## config.mk

```make
export PLATFORM = sky130hd
export DESIGN_NAME = button_conditioner
export DESIGN_NICKNAME = d
export VERILOG_FILES = /design/src/rtl/button_conditioner.sv
export SDC_FILE = /design/constraint.sdc
export NUM_CORES = 1
export LEC_CHECK = 0
export ABC_CLOCK_PERIOD_IN_PS = 3000
export CORE_ASPECT_RATIO = 0.6
export CORE_MARGIN = 2
export CORE_UTILIZATION = 62
export CTS_BUF_LIST = sky130_fd_sc_hd__clkbuf_16
export CTS_CLUSTER_SIZE = 30
export DETAILED_ROUTE_END_ITERATION = 12
export PLACE_DENSITY = 0.8
export SLEW_MARGIN = 20
export SYNTH_ARGS = -nofsm -noshare
export SYNTH_HDL_FRONTEND = slang
export SYNTH_SLANG_ARGS = --single-unit
```

## constraint.sdc

```tcl
create_clock -name clk -period 3 [get_ports clk]
set_input_delay 0.3 -clock clk [delete_from_list [all_inputs] [get_ports clk]]
set_output_delay 0.3 -clock clk [all_outputs]
set_load 0.02 [all_outputs]
```

## src/rtl/button_conditioner.sv

```systemverilog
// button_conditioner: synchronises, debounces and edge-detects five raw push
// buttons, producing registered single-cycle pulses plus debounced levels.
// Up and down additionally auto-repeat while held and repeat_en is high.
// Bit order everywhere: 0 up, 1 down, 2 left, 3 right, 4 center.
module button_conditioner #(
   parameter int DEBOUNCE_CYCLES     = 1_000_000,
   parameter int REPEAT_DELAY_CYCLES = 50_000_000,
   parameter int REPEAT_RATE_CYCLES  = 10_000_000
) (
   input  logic       clk,
   input  logic       rst_n,
   input  logic [4:0] btn_raw,
   input  logic       repeat_en,
   output logic       btn_up,
   output logic       btn_down,
   output logic       btn_left,
   output logic       btn_right,
   output logic       btn_center,
   output logic [4:0] btn_level
);

   localparam int DW   = $clog2(DEBOUNCE_CYCLES + 1);
   localparam int RMAX = (REPEAT_DELAY_CYCLES > REPEAT_RATE_CYCLES) ?
                         REPEAT_DELAY_CYCLES : REPEAT_RATE_CYCLES;
   localparam int RW   = $clog2(RMAX + 1);

   localparam logic [DW-1:0] DB_LAST  = DW'(DEBOUNCE_CYCLES - 1);
   localparam logic [RW-1:0] RD_LAST  = RW'(REPEAT_DELAY_CYCLES - 1);
   localparam logic [RW-1:0] RR_LAST  = RW'(REPEAT_RATE_CYCLES - 1);

   // Handshake note: there is no valid/ready flow here; every output is a
   // level or a one-cycle pulse and the consumer must sample every cycle.

   typedef enum logic [1:0] {
      ST_IDLE   = 2'd0,
      ST_DELAY  = 2'd1,
      ST_REPEAT = 2'd2
   } rep_state_t;

   logic [4:0]    sync_meta;
   logic [4:0]    sync;
   logic [4:0]    stable;
   logic [4:0]    stable_q;
   logic [4:0]    press_evt;
   logic [DW-1:0] db_cnt [5];

   // Index 0 is the up channel, index 1 the down channel.
   rep_state_t    rep_state [2];
   logic [RW-1:0] rep_cnt   [2];
   logic [1:0]    rep_fire;
   logic [1:0]    rep_out;

   // Two-flop synchroniser for the asynchronous raw buttons.
   always_ff @(posedge clk or negedge rst_n) begin
      if (!rst_n) begin
         sync_meta <= '0;
         sync      <= '0;
      end else begin
         sync_meta <= btn_raw;
         sync      <= sync_meta;
      end
   end

   // Debounce: the stable level flips only after DEBOUNCE_CYCLES consecutive
   // cycles of disagreement; any single cycle of agreement restarts the count.
   always_ff @(posedge clk or negedge rst_n) begin
      if (!rst_n) begin
         stable <= '0;
         for (int i = 0; i < 5; i++) db_cnt[i] <= '0;
      end else begin
         for (int i = 0; i < 5; i++) begin
            if (sync[i] == stable[i]) begin
               db_cnt[i] <= '0;
            end else if (db_cnt[i] == DB_LAST) begin
               stable[i] <= sync[i];
               db_cnt[i] <= '0;
            end else begin
               db_cnt[i] <= db_cnt[i] + DW'(1);
            end
         end
      end
   end

   // Delayed copy of the stable levels for rising-edge detection.
   always_ff @(posedge clk or negedge rst_n) begin
      if (!rst_n) stable_q <= '0;
      else        stable_q <= stable;
   end

   assign press_evt = stable & ~stable_q;
   assign btn_level = stable;

   // Left, right and center carry press pulses only.
   always_ff @(posedge clk or negedge rst_n) begin
      if (!rst_n) begin
         btn_left   <= 1'b0;
         btn_right  <= 1'b0;
         btn_center <= 1'b0;
      end else begin
         btn_left   <= press_evt[2];
         btn_right  <= press_evt[3];
         btn_center <= press_evt[4];
      end
   end

   // A repeat fires on counter expiry only while still held and enabled, so an
   // abort on the same edge suppresses the pulse.
   always_comb begin
      rep_fire = '0;
      for (int i = 0; i < 2; i++) begin
         rep_fire[i] = stable[i] && repeat_en &&
                       (((rep_state[i] == ST_DELAY)  && (rep_cnt[i] == RD_LAST)) ||
                        ((rep_state[i] == ST_REPEAT) && (rep_cnt[i] == RR_LAST)));
      end
   end

   // Hold-to-repeat FSMs for up/down with their registered pulse outputs.
   always_ff @(posedge clk or negedge rst_n) begin
      if (!rst_n) begin
         for (int i = 0; i < 2; i++) begin
            rep_state[i] <= ST_IDLE;
            rep_cnt[i]   <= '0;
         end
         rep_out <= '0;
      end else begin
         for (int i = 0; i < 2; i++) begin
            rep_out[i] <= press_evt[i] | rep_fire[i];
            case (rep_state[i])
               ST_IDLE: begin
                  rep_cnt[i] <= '0;
                  if (press_evt[i] && repeat_en) rep_state[i] <= ST_DELAY;
               end
               ST_DELAY: begin
                  if (!stable[i] || !repeat_en) begin
                     rep_state[i] <= ST_IDLE;
                     rep_cnt[i]   <= '0;
                  end else if (rep_cnt[i] == RD_LAST) begin
                     rep_state[i] <= ST_REPEAT;
                     rep_cnt[i]   <= '0;
                  end else begin
                     rep_cnt[i] <= rep_cnt[i] + RW'(1);
                  end
               end
               ST_REPEAT: begin
                  if (!stable[i] || !repeat_en) begin
                     rep_state[i] <= ST_IDLE;
                     rep_cnt[i]   <= '0;
                  end else if (rep_cnt[i] == RR_LAST) begin
                     rep_cnt[i] <= '0;
                  end else begin
                     rep_cnt[i] <= rep_cnt[i] + RW'(1);
                  end
               end
               default: begin
                  rep_state[i] <= ST_IDLE;
                  rep_cnt[i]   <= '0;
               end
            endcase
         end
      end
   end

   assign btn_up   = rep_out[0];
   assign btn_down = rep_out[1];

endmodule

```

==> out/metrics.csv <==
stage;metric;value;unit
outcome;outcome;complete, no violations;
final_layout;most frequent cells in the layout;nor2_1, dfrtp_1, xor2_1;
sta;clk_skew;0.00826;ns
global_routing;largest net degree at the start of global routing;93;
power;PD cells;498;mW/mm^2
final_layout;Ant. Diodes;0;
placement;hpwl dp;11400;um
clock_tree;CTS tree;yes;
sta;RSZ-0062 raised after global routing;no;
worst_setup_path;Startpoint Class;flip-flop;
placement;placed insts;1034;
floorplanning;Die Area;0.0147;mm^2
placement;Placer Congestion;0.915;
final_layout;FF+latch area;0.00453;mm^2
routing;initial drt markers;436;
floorplanning;Die X;155;um
routing;DR vias;6162;
worst_setup_path;critical path class;flip-flop to flip-flop;
synth;Synth Warn #;0;
synth;mux contribution to synthesized area;0.925;%
placement;Place WS;0.446;ns
clock_tree;H-Tree Depth;4;
sta;final setup TNS;0;ns
worst_setup_path;chain of cells forming the critical path;or4_1 -> or4_4 -> nor4_4 -> o22a_1 -> buf_4 -> nor2_1;
sta;relative max-transition margin;41.9;%
power;worst vdd ir;0.350;mV
routing;DRC violations left;0;
synth;Post-Synth Adder-Cell Area;1.91;%
synth;Gate Count Post-Synth;855;
global_routing;Tot GR Track Use;24.9;%
worst_setup_path;WP data required;3.30;ns
worst_setup_path;CP max stage delay;0.56;ns
final_layout;multi-input logic area;0.00380;mm^2
routing;routed length per instance;15.9;um
routing;first-pass iteration count of the detailed router;4;
floorplanning;Die Ht;94.8;um
synth;Compound-Gate Fraction of Synth Area;0.764;%
sta;post-layout minimum cycle time;2.59;ns
floorplanning;core area;0.0135;mm^2
sta;worst setup margin;0.407;ns
synth;Seq cells post-synth;181;
worst_hold_path;worst hold path depth;1;
routing;vias per cell;5.78;
worst_hold_path;Hold WC Path Type;input pin to flip-flop;
synth;Mapped Area;0.00852;mm^2
routing;Post-DRT Antenna Nets;0;
worst_setup_path;R2R depth;6;
sta;count of final max-slew check failures;0;
sta;Max Clk Rate;0.386;GHz
synth;XOR/XNOR Fraction of Synth Area;14.7;%
sta;# setup viols final;0;
sta;final hold violations;0;
sta;final worst path period share;86.4;%
floorplanning;# IOs;18;
global_routing;vias in the first global route;6173;
sta;Worst-Margin Slew;0.864;ns
final_layout;Layout Nets;900;
clock_tree;maximum clock insertion buffer count;2;
synth;post-synthesis simple-gate area fraction;26.3;%
final_layout;commonest non-fill, non-tap cell in the layout;nor2_1;
power;Final Total Pwr;4.69;mW
synth;Synth Net Count;876;
synth;register area share after synthesis;53.2;%
synth;synthesized area per cell;9.96;um^2
final_layout;fin cells;1067;
clock_tree;Root Buffer;clkbuf_16;
synth;Cell variety after synth;37;
global_routing;initial antenna violation count;0;
worst_setup_path;critical path's slowest cell;or4_4;
final_layout;filler instances;949;
worst_setup_path;critical path arrival;2.89;ns
clock_tree;Worst-path clk slew;0.07;ns
clock_tree;Skew-Pair Late Insertion Delay;0.42;ns
placement;# port buffers;17;
synth;largest family of logic cells by synthesized area;simple AND/OR/NAND/NOR gates;
job;total of max-cap violations;0;
clock_tree;number of CTS-inserted buffers;17;
clock_tree;CTS Sinks;181;
routing;Routed WL;17000;um
clock_tree;post-CTS sizing;0;
worst_setup_path;Setup crit end kind;flip-flop;
final_layout;layout overhead on the synthesized area;10.6;%
floorplanning;Std-Cell Rows;33;
worst_setup_path;CP max FO;26;
floorplanning;Initial Util;62.9;%
power;LEAKAGE;3.89;nW
final_layout;share of cells above drive strength 1;6.61;%
global_routing;grt ovf;0;
global_routing;first-pass GRT wire length;29300;um
[final cells by class]
type                            count  area share [%]
Multi-Input combinational cell    633            40.3
Timing Repair Buffer               28            2.72
Clock inverter                     15            1.30
Inverter                           18           0.717
Sequential cell                   181            48.1
Clock buffer                       17            4.52
Tap cell                          175            2.32
[per-stage QoR]
| stage | hold WS, ns | util [%] | instance area, um^2 |
|---|---|---|---|
| 3_5_place_dp | 0.343 | 65.4 | 8860 |
| 2_1_floorplan | 0.00441 | - | 8520 |
| 3_3_place_gp | 0.332 | 65.4 | 8860 |
| 5_1_grt | 0.296 | 69.6 | 9420 |
| 4_1_cts | 0.302 | 69.6 | 9420 |
| 6_report | 0.307 | 69.6 | 9420 |
[critical path, delay by kind of cell, from the launching register on]
family                 cells  cell delay [ns]
and+or+nand+nor            4             1.54
DFF                        1             0.44
buffers and inverters      1             0.29
AOI/OAI and AO/OA          1             0.20
[timing repair]
action                                 4_1_cts  5_1_grt
setup buffers                                0        0
hold buffers                                 1        0
endpoints found under the hold margin       44        0
[kinds of logic after synthesis]
group	after synthesis
adder cells (fa/ha/maj)	13
buffers and inverters	41
multiplexers	7
AND/OR/NAND/NOR	460
XOR/XNOR	143
AO/OA/AOI/OAI	10
flip-flops	181
[worst paths after layout]
check | from | endpoint | slack [ns]
max | rep_cnt[7] | rep_cnt[18] | 0.41
min | btn_raw[4] | sync_meta[4] | 0.31
max reg2reg | rep_cnt[7] | rep_cnt[18] | 0.41
min reg2reg | sync_meta[0] | sync[0] | 0.35
max in group asynchronous | rst_n | db_cnt[70] | 1.58
min in group asynchronous | rst_n | db_cnt[6] | 0.49
[Yosys cell counts]
cell type	number	area [um^2]
ha_1	13	163
o22a_1	2	17.5
a32oi_1	2	17.5
mux2_2	7	78.8
buf_8	2	30.0
nor4_1	21	131
dfrtp_1	181	4530
or3_1	2	12.5
nor4b_1	5	43.8
or3b_2	1	8.76
xor2_1	78	683
and2_1	2	12.5
nor4_4	1	21.3
nand4b_1	2	17.5
and3_1	15	93.8
nand2b_1	5	31.3
and4_1	9	78.8
nand3_1	76	380
nor3_1	19	95.1
xnor2_1	65	569
nor2b_1	4	25.0
nand2_1	53	199
buf_2	3	15.0
nand3b_1	3	22.5
clkbuf_1	17	63.8
or4b_2	2	20.0
or4_1	2	15.0
o21ai_0	2	10.0
nor4bb_1	4	40.0
nor3b_1	2	15.0
or4_4	1	11.3
a21oi_1	4	20.0
nand4_1	34	213
nor2_1	191	717
inv_1	18	67.6
or2_2	6	37.5
buf_6	1	11.3
[state kept, by name (all words and copies together), names as in the netlist]
name,flops
stable_q,5
rep_cnt,52
btn_level,5
sync_meta,5
sync,5
db_cnt,100
rep_out,2
btn_center,1
rep_state,4
btn_left,1
btn_right,1
[routing by layer]
metal	wire length, um	global-route usage, %	up-vias
li1	-	-	2930
met1	7970	34.6	3013
met2	7840	39.2	183
met3	791	4.59	36
met4	362	10.1	0
met5	0	0	-
[report_power, final]
part | internal, mW | switching (mW) | total, mW
Combinational | 0.0327 | 0.0861 | 0.119
Clock | 1.08 | 1.01 | 2.09
Sequential | 2.46 | 0.0232 | 2.49
(Power assumes the default switching activity.)
